[src/rtl/ncpu32k_wb_arbiter_pkg.sv]
// Shared configuration for the ncpu32k writeback arbiter: register address
// width, data width and the source encoding used by the round-robin pointer.
package ncpu32k_wb_arbiter_pkg;

    localparam int NCPU_REG_AW = 5;
    localparam int NCPU_DW     = 32;

    // Identifies which source owns the round-robin turn on contention
    typedef enum logic {
        SRC_ALU = 1'b0,
        SRC_LSU = 1'b1
    } wb_src_e;

endpackage

[src/rtl/ncpu32k_wb_slot.sv]
// One-entry holding register for a writeback source. A load takes priority
// over a grant-clear so a source can stream back-to-back; flush empties the
// slot and drops any load arriving in the same cycle.
module ncpu32k_wb_slot
    import ncpu32k_wb_arbiter_pkg::*;
#(
    parameter int AW = NCPU_REG_AW,
    parameter int DW = NCPU_DW
) (
    input  logic          clk_i,
    input  logic          rst_i,
    input  logic          load_i,
    input  logic          grant_i,
    input  logic          flush_i,
    input  logic [AW-1:0] addr_i,
    input  logic [DW-1:0] dat_i,
    output logic          occ_o,
    output logic [AW-1:0] addr_o,
    output logic [DW-1:0] dat_o
);

    logic          occ_d, occ_q;
    logic [AW-1:0] addr_d, addr_q;
    logic [DW-1:0] dat_d, dat_q;

    // Next-state of the slot: flush, then load, then grant-clear
    always_comb begin
        occ_d  = occ_q;
        addr_d = addr_q;
        dat_d  = dat_q;
        if (flush_i) begin
            occ_d = 1'b0;
        end else if (load_i) begin
            occ_d  = 1'b1;
            addr_d = addr_i;
            dat_d  = dat_i;
        end else if (grant_i) begin
            occ_d = 1'b0;
        end else begin
            occ_d = occ_q;
        end
    end

    // Slot state registers
    always_ff @(posedge clk_i or posedge rst_i) begin
        if (rst_i) begin
            occ_q  <= 1'b0;
            addr_q <= {AW{1'b0}};
            dat_q  <= {DW{1'b0}};
        end else begin
            occ_q  <= occ_d;
            addr_q <= addr_d;
            dat_q  <= dat_d;
        end
    end

    assign occ_o  = occ_q;
    assign addr_o = addr_q;
    assign dat_o  = dat_q;

endmodule

[src/rtl/ncpu32k_wb_arbiter.sv]
// Writeback arbiter: buffers one ALU and one LSU result, picks one per cycle
// and drives the registered register-file write port. Also answers the
// pending-write lookup used by issue for RAW stalls.
// Optional feature: define NCPU_WB_RR_ARB_EN for round-robin arbitration;
// otherwise LSU has fixed priority over ALU.
module ncpu32k_wb_arbiter
    import ncpu32k_wb_arbiter_pkg::*;
#(
    parameter int AW = NCPU_REG_AW,
    parameter int DW = NCPU_DW
) (
    input  logic          clk_i,
    input  logic          rst_i,
    input  logic          alu_valid_i,
    output logic          alu_ready_o,
    input  logic [AW-1:0] alu_addr_i,
    input  logic [DW-1:0] alu_dat_i,
    input  logic          lsu_valid_i,
    output logic          lsu_ready_o,
    input  logic [AW-1:0] lsu_addr_i,
    input  logic [DW-1:0] lsu_dat_i,
    input  logic          flush_i,
    input  logic [AW-1:0] chk_addr_i,
    output logic          chk_hit_o,
    output logic          rd_we_o,
    output logic [AW-1:0] rd_addr_o,
    output logic [DW-1:0] rd_o
);

    logic          alu_occ_s, lsu_occ_s;
    logic [AW-1:0] alu_addr_s, lsu_addr_s;
    logic [DW-1:0] alu_dat_s, lsu_dat_s;
    logic          alu_win_s, lsu_win_s, contended_s;
    logic          alu_grant_s, lsu_grant_s;
    logic          alu_load_s, lsu_load_s;
    logic [AW-1:0] win_addr_s;
    logic [DW-1:0] win_dat_s;

    logic          rd_we_d, rd_we_q;
    logic [AW-1:0] rd_addr_d, rd_addr_q;
    logic [DW-1:0] rd_d, rd_q;

    assign contended_s = alu_occ_s & lsu_occ_s;

`ifdef NCPU_WB_RR_ARB_EN
    wb_src_e rr_ptr_d, rr_ptr_q;

    // Pointer hands the next contended turn to the other source
    always_comb begin
        if (contended_s & ~flush_i) begin
            rr_ptr_d = (rr_ptr_q == SRC_LSU) ? SRC_ALU : SRC_LSU;
        end else begin
            rr_ptr_d = rr_ptr_q;
        end
    end

    // Round-robin pointer register, LSU owns the first contended turn
    always_ff @(posedge clk_i or posedge rst_i) begin
        if (rst_i) begin
            rr_ptr_q <= SRC_LSU;
        end else begin
            rr_ptr_q <= rr_ptr_d;
        end
    end
`endif

    // Winner selection purely from registered slot state
    always_comb begin
        alu_win_s = 1'b0;
        lsu_win_s = 1'b0;
        if (contended_s) begin
`ifdef NCPU_WB_RR_ARB_EN
            lsu_win_s = (rr_ptr_q == SRC_LSU);
            alu_win_s = (rr_ptr_q == SRC_ALU);
`else
            lsu_win_s = 1'b1;
            alu_win_s = 1'b0;
`endif
        end else begin
            alu_win_s = alu_occ_s;
            lsu_win_s = lsu_occ_s;
        end
    end

    // ready only looks at the would-be winner, so it never depends on flush or valid
    assign alu_ready_o = ~alu_occ_s | alu_win_s;
    assign lsu_ready_o = ~lsu_occ_s | lsu_win_s;
    assign alu_grant_s = alu_win_s & ~flush_i;
    assign lsu_grant_s = lsu_win_s & ~flush_i;
    assign alu_load_s  = alu_valid_i & alu_ready_o;
    assign lsu_load_s  = lsu_valid_i & lsu_ready_o;
    assign win_addr_s  = lsu_win_s ? lsu_addr_s : alu_addr_s;
    assign win_dat_s   = lsu_win_s ? lsu_dat_s : alu_dat_s;

    ncpu32k_wb_slot #(.AW(AW), .DW(DW)) u_alu_slot (
        .clk_i   (clk_i),
        .rst_i   (rst_i),
        .load_i  (alu_load_s),
        .grant_i (alu_grant_s),
        .flush_i (flush_i),
        .addr_i  (alu_addr_i),
        .dat_i   (alu_dat_i),
        .occ_o   (alu_occ_s),
        .addr_o  (alu_addr_s),
        .dat_o   (alu_dat_s)
    );

    ncpu32k_wb_slot #(.AW(AW), .DW(DW)) u_lsu_slot (
        .clk_i   (clk_i),
        .rst_i   (rst_i),
        .load_i  (lsu_load_s),
        .grant_i (lsu_grant_s),
        .flush_i (flush_i),
        .addr_i  (lsu_addr_i),
        .dat_i   (lsu_dat_i),
        .occ_o   (lsu_occ_s),
        .addr_o  (lsu_addr_s),
        .dat_o   (lsu_dat_s)
    );

    // Write port next-state: pulse on grant, r0 writes load address/data but not enable
    always_comb begin
        rd_we_d   = 1'b0;
        rd_addr_d = rd_addr_q;
        rd_d      = rd_q;
        if (alu_grant_s | lsu_grant_s) begin
            rd_we_d   = (win_addr_s != {AW{1'b0}});
            rd_addr_d = win_addr_s;
            rd_d      = win_dat_s;
        end else begin
            rd_we_d = 1'b0;
        end
    end

    // Registered register-file write port
    always_ff @(posedge clk_i or posedge rst_i) begin
        if (rst_i) begin
            rd_we_q   <= 1'b0;
            rd_addr_q <= {AW{1'b0}};
            rd_q      <= {DW{1'b0}};
        end else begin
            rd_we_q   <= rd_we_d;
            rd_addr_q <= rd_addr_d;
            rd_q      <= rd_d;
        end
    end

    assign rd_we_o   = rd_we_q;
    assign rd_addr_o = rd_addr_q;
    assign rd_o      = rd_q;

    assign chk_hit_o = (chk_addr_i != {AW{1'b0}}) &
                       ((alu_occ_s & (alu_addr_s == chk_addr_i)) |
                        (lsu_occ_s & (lsu_addr_s == chk_addr_i)) |
                        (rd_we_q   & (rd_addr_q  == chk_addr_i)));

endmodule

[config.mk]
export PLATFORM = sky130hd
export DESIGN_NAME = ncpu32k_wb_arbiter
export DESIGN_NICKNAME = d
export VERILOG_FILES = /design/src/rtl/ncpu32k_wb_arbiter_pkg.sv /design/src/rtl/ncpu32k_wb_slot.sv /design/src/rtl/ncpu32k_wb_arbiter.sv
export SDC_FILE = /design/constraint.sdc
export NUM_CORES = 1
export LEC_CHECK = 0
export ABC_CLOCK_PERIOD_IN_PS = 4800
export CORE_MARGIN = 1.5
export CORE_UTILIZATION = 49
export CTS_CLUSTER_SIZE = 14
export DETAILED_ROUTE_END_ITERATION = 6
export HOLD_SLACK_MARGIN = 0.08
export PLACE_DENSITY = 0.83
export SLEW_MARGIN = 20
export SYNTH_ARGS = -nofsm -noshare
export SYNTH_HDL_FRONTEND = slang
export SYNTH_SLANG_ARGS = --single-unit
[constraint.sdc]
create_clock -name clk_i -period 4.8 [get_ports clk_i]
set_input_delay 0.96 -clock clk_i [delete_from_list [all_inputs] [get_ports clk_i]]
set_output_delay 0.96 -clock clk_i [all_outputs]
set_load 0.01 [all_outputs]
* After elaboration in Yosys (flattened, before gate mapping)
Index checks and enable logic that the tools add are counted.
** Operators by class
- Equality and inequality tests :: 3
- Mux-type cells :: 11
- Bitwise logic cells :: 17
- Reductions and logical operators :: 6
** Operator list (count)
- $mux 32 :: 1
- $eq 5x5->1 :: 3
- $reduce_bool 5->1 :: 2
- $and 1x1->1 :: 9
- $mux 1 :: 9
- $reduce_bool 3->1 :: 2
- $mux 5 :: 1
- $or 1x1->1 :: 5
- $reduce_and 2->1 :: 2
- $not 1->1 :: 3
** Storage, ports and cells
- Register bits after elaboration :: 114
- Input bits :: 84
- Output and inout port bits :: 41
- Word-level logic and storage cells :: 46

* Longest topological paths before layout
Gate-level depths: netlist of the first run.
- Word-level depth :: 6
- Depth in mapped cells :: 6
- Depth with buffers taken out :: 4

* Hierarchy
A second synthesis of the first run with hierarchy kept.
** Unflattened totals
- Cells, all modules :: 368
- Area total of the unflattened synthesis :: 5186.2 um^2
** By module, submodules not included
- ncpu32k_wb_slot :: instances 2, cells each 84, area an instance 1592.8 um^2, sequential area each 950.9 um^2
- ncpu32k_wb_arbiter :: instances 1, cells each 200, area an instance 2000.7 um^2, sequential area each 950.9 um^2

* Worst setup path after synthesis of the first run
No wires, ideal clock.
- Kind :: input-to-output
- Start :: in chk_addr_i[0]
- End :: out chk_hit_o
- Arrival :: 1.705 ns
- Required time :: 3.840 ns
- Setup slack :: 2.135 ns
- Stages :: 4
- Buffers on the path :: 0
- Cell sequence :: xor2_1 nor4_1 a32oi_1 a21oi_1
** On the way
- Word-level cells in the longest chain between the ends :: 5
- Elaborated cells between the ends (all ways) :: 10
- Those cells by class :: eq/ne: 3; bitwise: 6; reduce/logical: 1
** Ends and longest elaborated chain
- start: declaration :: line ncpu32k_wb_arbiter.sv:23 : input logic [AW-1:0] chk_addr_i,
- $eq 5x5->1, on equally long branches :: line ncpu32k_wb_arbiter.sv:153, ncpu32k_wb_arbiter.sv:154
- $and 1x1->1, on equally long branches :: line ncpu32k_wb_arbiter.sv:153, ncpu32k_wb_arbiter.sv:154
- $or 1x1->1 :: line ncpu32k_wb_arbiter.sv:153 : ((alu_occ_s & (alu_addr_s == chk_addr_i)) |
- $or 1x1->1 :: line ncpu32k_wb_arbiter.sv:154 : (lsu_occ_s & (lsu_addr_s == chk_addr_i)) |
- $and 1x1->1 * :: line ncpu32k_wb_arbiter.sv:152 : assign chk_hit_o = (chk_addr_i != {AW{1'b0}}) &
- end: declaration :: line ncpu32k_wb_arbiter.sv:24 : output logic chk_hit_o,
Mark *: on every way between the ends. The rest lies on a longest branch, timed or not.

* Worst setup path in the final report of the first run
- Start :: in chk_addr_i[3]
- End :: out chk_hit_o
The elaborated chain is that of the path after synthesis.

==> results.sh, run 1 <==
export IMPL_worst_skew_pair_late_latency_ps=510
export IMPL_dp_hpwl_mm=7.41
export IMPL_port_buffers=123
export IMPL_track_usage=0.221
export IMPL_synth_async_sr_flop_share=1.00
export IMPL_cts_resized=0
export IMPL_grt_ovfl_total=0
export IMPL_die_h_um=103
export IMPL_skew_ps=11.4
export IMPL_cts_tree="done"
export IMPL_grt_pass1_wl_mm=17.3
export IMPL_critPathKind="in -> out"
export IMPL_grt_antenna_before_repair=0
export IMPL_cp_end_kind="primary output"
export IMPL_htree_levels=4
export IMPL_max_clock_path_buffers=2
export IMPL_coreArea_um2=9730
export IMPL_die_w_um=103
export IMPL_drv_slew=0
export IMPL_ys_ff_latch=114
export IMPL_status="finished, final reports clean"
export IMPL_routed_via_count=3238
export IMPL_cp_start_kind="input pin"
export IMPL_grt_start_max_net_pins=64
export IMPL_place_congestion=0.734
export IMPL_drc=0
export IMPL_grt_pass1_vias=3464
export IMPL_syn_cell_area_um2=4910
export IMPL_synth_ff_type="dfrtp_1"
export IMPL_power_leakage_nw=2.98
export IMPL_yosysWarnings=0
export IMPL_p_per_area_nw_per_um2=439
export IMPL_wl_per_cell_um=17.1
export IMPL_rsz0062_at_grt="false"
export IMPL_setup_viol=0
export IMPL_netlist_top_cells_count="dfrtp_1, mux2_2, mux2i_1, nand2_1, o21ai_0"
export IMPL_ys_seq_area_frac=0.581
export IMPL_path_max_fanout=4
export IMPL_drt_pass1_iter_count=4
export IMPL_post_cts_setup_buffers=0
export IMPL_worstMarginPinSlew_ps=1020
export IMPL_fp_row_count=36
export IMPL_hold_viol=0
export IMPL_ant_nets=0
export IMPL_fin_crit_sh=0.806
export IMPL_die_area_um2=10600
export IMPL_maxCapViolCount=0
export IMPL_area_delta_synth_final_pct=38.4
export IMPL_syn_avg_cell_area_um2=13.7
export IMPL_routed_wl_mm=10.8
export IMPL_synthTopCellsByArea="dfrtp_1, mux2_2, mux2_4"
export IMPL_cp_arrival_ps=2910
export IMPL_synth_top_area_cell="dfrtp_1"
export IMPL_numCtsBuffers=17
export IMPL_relSlewSlack=0.320
export IMPL_cts_sinks=114
export IMPL_max_freq_mhz=258
export IMPL_required_ps=3840
export IMPL_synthesis_nets=442
export IMPL_via_per_inst=5.13
export IMPL_synth_cell_types=28
export IMPL_start_util=0.504
export IMPL_cts_hold_buf=0
export IMPL_fin_tns_setup_ps=0
export IMPL_layout_drive_gt1_share=0.237
export IMPL_initialDrtViolationCount=101
export IMPL_synth_edf_count=0
export IMPL_ir_worst_vdd_uv=247
export IMPL_clock_root_buffer="clkbuf_8"
export IMPL_synth_top_area_frac=0.581
export IMPL_syn_inst=358
export IMPL_hp_class="reg -> reg"
export IMPL_io_pins=125
export IMPL_fin_nets=569
export IMPL_yosysMostFrequentCell="dfrtp_1"
export IMPL_p_total_w=0.00299
export IMPL_min_period_ps=3870
export IMPL_n_antenna_cell=0
export IMPL_clk_pin_slew_worst_paths_ps=60
state kept, by name (all words and copies together), names as in the netlist:
name,count
rd_we_o,1
u_lsu_slot.addr_o,5
u_alu_slot.occ_o,1
u_alu_slot.dat_o,32
u_lsu_slot.occ_o,1
rd_addr_o,5
u_alu_slot.addr_o,5
u_lsu_slot.dat_o,32
rd_o,32
final timing paths:
kind,to,cells after the start,slack (ps),start
hold / removal,rd_o[8],2,480,rd_o[8]
setup / recovery,chk_hit_o,6,930,chk_addr_i[3]
min in group asynchronous,u_lsu_slot.dat_o[26],2,960,rst_i
max in group asynchronous,rd_o[19],3,2970,rst_i
hold reg to reg,rd_o[8],2,480,rd_o[8]
setup reg to reg,u_alu_slot.dat_o[6],4,2180,u_lsu_slot.occ_o
layer usage:
layer,up-vias,wire (um),GRT usage
li1,1506,-,-
met1,1625,4530,0.271
met2,89,5560,0.370
met3,18,481,0.0556
met4,0,214,0.0977
met5,-,0,0
cells in the final DEF, fill, tap and decap left out:
cell type / n
a21oi_1: 2
a32oi_1: 1
and2_1: 1
buf_4: 7
bufinv_16: 1
clkbuf_16: 16
clkbuf_8: 1
clkdlybuf4s50_1: 123
clkinv_2: 2
clkinv_4: 3
clkinvlp_4: 1
conb_1: 1
dfrtp_1: 113
dfrtp_2: 1
inv_4: 1
inv_6: 7
inv_8: 1
mux2_2: 44
mux2_4: 30
mux2i_1: 37
nand2_1: 37
nand2_4: 1
nand3_1: 1
nand3b_1: 1
nor2_1: 2
nor2b_4: 1
nor3_1: 3
nor4_1: 3
o21ai_0: 37
o21bai_4: 1
or4_1: 2
or4b_1: 1
xnor2_1: 3
xor2_1: 12
layout make-up:
| cell class | count | area [um2] |
|---|---|---|
| fillers | 712 | 2940 |
| flip-flops and latches | 114 | 2850 |
| multi-input cells | 221 | 1920 |
| repair buffers | 130 | 1280 |
| clock buffers | 17 | 414 |
| well taps | 133 | 166 |
| clock inverters | 15 | 146 |
| inverters | 1 | 6.26 |
stage by stage:
step                      setup WS, ps  utilization  hold slack [ps]  instance area, um2  instances
after global placement            1090        0.641              462                6230        599
final                              929        0.698              478                6790        631
after CTS                          952        0.698              485                6790        631
after floorplan                    824            -              479                4910        358
after global routing               854        0.698              511                6790        631
after detailed placement           965        0.641              472                6230        599
kinds of logic (layout without fill, tap and decap cells):
group                     after synthesis  count (layout)  synth area share
and+or+nand+nor                        53              53            0.0492
other                                   1               1          0.000764
AOI/OAI and AO/OA                      41              41            0.0431
muxes                                 111             111             0.268
xor gates and xnor gates               15              15            0.0268
DFF                                   114             114             0.581
buffers and inverters                  23             163            0.0306
power breakdown:
group          internal [W]  switching (W)  total [W]
clock              0.000700       0.000474    0.00117
combinational      0.000351       0.000212   0.000563
sequential          0.00113       0.000118    0.00125
critical path: stages:
cell,delay (ps)
clkdlybuf4s50_1,520
xor2_1,230
nor4_1,320
a32oi_1,160
a21oi_1,170
clkdlybuf4s50_1,560
No activity file was read; power rests on OpenSTA's default activity.
==> inputs of run 2 (changes only) <==
--- a/config.mk
+++ b/config.mk
@@ -5,7 +5,7 @@
 export SDC_FILE = /design/constraint.sdc
 export NUM_CORES = 1
 export LEC_CHECK = 0
-export ABC_CLOCK_PERIOD_IN_PS = 4800
+export ABC_CLOCK_PERIOD_IN_PS = 3700
 export CORE_MARGIN = 1.5
 export CORE_UTILIZATION = 49
 export CTS_CLUSTER_SIZE = 14
==> constraint.sdc (replaced) <==
create_clock -name clk_i -period 3.7 [get_ports clk_i]
set_input_delay 0.74 -clock clk_i [delete_from_list [all_inputs] [get_ports clk_i]]
set_output_delay 0.74 -clock clk_i [all_outputs]
set_load 0.01 [all_outputs]
==> run 2 against run 1 <==
Routed wire length increased by 2.2%. Cell count increased by 0.16%. Sequential power increased by 30%. Final area increased by 2.0%. Critical path type unchanged. Flip-flop and latch count unchanged. Count of clock-buffer cells in the layout increased by 4. Largest power group is now the clock network. Highest routed layer unchanged. Core utilization increased by 1.4 points. Power increased by 40%.
==> results.sh, run 2 (synthesis gave the netlist of run 1 again) <==
export IMPL_fin_nets=570
export IMPL_dp_cells=600
export IMPL_start_util=0.504
export IMPL_skew_ps=5.96
export IMPL_wl_per_cell_um=17.4
export IMPL_ir_worst_vdd_uv=345
export IMPL_rsz0062_at_grt="false"
export IMPL_min_period_ps=3370
export IMPL_setup_viol=0
export IMPL_cp_end_kind="primary output"
export IMPL_cts_sinks=114
export IMPL_cp_arrival_ps=2630
export IMPL_cts_hold_buf=0
export IMPL_final_util=0.712
export IMPL_power_leakage_nw=3.04
export IMPL_place_congestion=0.775
export IMPL_grt_pass1_vias=3493
export IMPL_track_usage=0.227
export IMPL_area_delta_synth_final_pct=41.3
export IMPL_layout_commonest_cell="clkdlybuf4s50_1"
export IMPL_htree_levels=4
export IMPL_via_per_inst=5.15
export IMPL_critPathKind="in -> out"
export IMPL_dp_slack_ps=360
export IMPL_max_freq_mhz=297
export IMPL_path_max_fanout=4
export IMPL_fp_row_count=36
export IMPL_cts_resized=0
export IMPL_grt_util_met1=0.278
export IMPL_nFillCells=702
export IMPL_cp_start_kind="input pin"
export IMPL_die_h_um=103
export IMPL_die_area_um2=10600
export IMPL_n_antenna_cell=0
export IMPL_fin_ws_ps=334
export IMPL_busiest_layer="met2"
export IMPL_cts_tree="done"
export IMPL_use_met2=0.380
export IMPL_io_pins=125
export IMPL_maxCapViolCount=0
export IMPL_drt_pass1_iter_count=4
export IMPL_initialDrtViolationCount=88
export IMPL_holdCritStartpoint="rd_o[1]"
export IMPL_grt_ovfl_total=0
export IMPL_hp_class="reg -> reg"
export IMPL_max_clock_path_buffers=2
export IMPL_relSlewSlack=0.375
export IMPL_grt_antenna_before_repair=0
export IMPL_layout_common_cells="clkdlybuf4s50_1, dfrtp_1, mux2_2"
export IMPL_worst_skew_pair_late_latency_ps=510
export IMPL_fin_crit_sh=0.910
export IMPL_fin_tns_setup_ps=0
export IMPL_hold_viol=0
export IMPL_drv_slew=0
export IMPL_worstMarginPinSlew_ps=935
export IMPL_clk_pin_slew_worst_paths_ps=50
export IMPL_grt_pass1_wl_mm=17.6
export IMPL_drc=0
export IMPL_numCtsBuffers=17
export IMPL_clock_root_buffer="clkbuf_8"
export IMPL_grt_use_met3=0.0705
export IMPL_p_per_area_nw_per_um2=602
export IMPL_die_w_um=103
export IMPL_port_buffers=123
export IMPL_routed_wl_mm=11.0
export IMPL_grt_start_max_net_pins=83
export IMPL_cp_startpoint="chk_addr_i[0]"
export IMPL_dp_hpwl_mm=7.33
export IMPL_p_total_w=0.00418
export IMPL_final_instance_count_excl_fill=632
export IMPL_r2r_start="u_lsu_slot.occ_o"
export IMPL_required_ps=2960
export IMPL_post_cts_setup_buffers=0
export IMPL_routed_via_count=3257
export IMPL_ant_nets=0
export IMPL_layout_drive_gt1_share=0.236
export IMPL_coreArea_um2=9730
export IMPL_status="finished, final reports clean"
## run 2: changes by cell type in the layout (fill, tap and decap cells not counted)
| cell | before | now |
|---|---|---|
| clkbuf_1 | 0 | 1 |
| inv_8 | 1 | 0 |
| clkbuf_8 | 1 | 4 |
| clkinv_4 | 3 | 0 |
| bufinv_16 | 1 | 6 |
| inv_4 | 1 | 0 |
| buf_4 | 7 | 6 |
| clkinv_2 | 2 | 5 |
| inv_6 | 7 | 0 |
| buf_12 | 0 | 2 |
## run 2: worst paths after layout
check,end,slack [ps],depth (start not counted)
setup reg to reg,rd_o[14],1330,4
hold reg to reg,rd_o[1],480,2
setup / recovery,chk_hit_o,330,6
min in group asynchronous,u_alu_slot.dat_o[24],700,3
max in group asynchronous,u_lsu_slot.occ_o,2640,3
hold / removal,rd_o[1],480,2
## run 2: area by class of cell
cell class	count	area, um2	share of cell area
sequential	114	2850	0.412
multi-input combinational	221	1920	0.277
timing repair buffer	131	1320	0.190
clock buffer	21	459	0.0662
clock inverter	11	205	0.0296
tap	133	166	0.0240
inverter	1	7.51	0.00108
## run 2: metal layers
layer,part of all wire,vias up
met5,0,-
li1,-,1508
met4,0.017,0
met3,0.045,17
met1,0.42,1643
met2,0.51,89
## run 2: power breakdown
| group | total, W | switching, W | internal, W | leakage, nW |
|---|---|---|---|---|
| logic | 0.000740 | 0.000282 | 0.000458 | 1.34 |
| registers | 0.00162 | 0.000151 | 0.00147 | 1.37 |
| clock network | 0.00182 | 0.000540 | 0.00128 | 0.331 |
## run 2: worst max-delay path, cell delays in order
cell and delay, ps:
clkdlybuf4s50_1 510, xor2_1 210, nor4_1 320, a32oi_1 150
a21oi_1 140, clkdlybuf4s50_1 550
## run 2: metrics by stage
stage,cell area [um2],hold slack [ps]
final,6930,478
after global routing,6930,516
after floorplan,4910,479
after global placement,6270,460
after detailed placement,6270,470
after CTS,6930,482
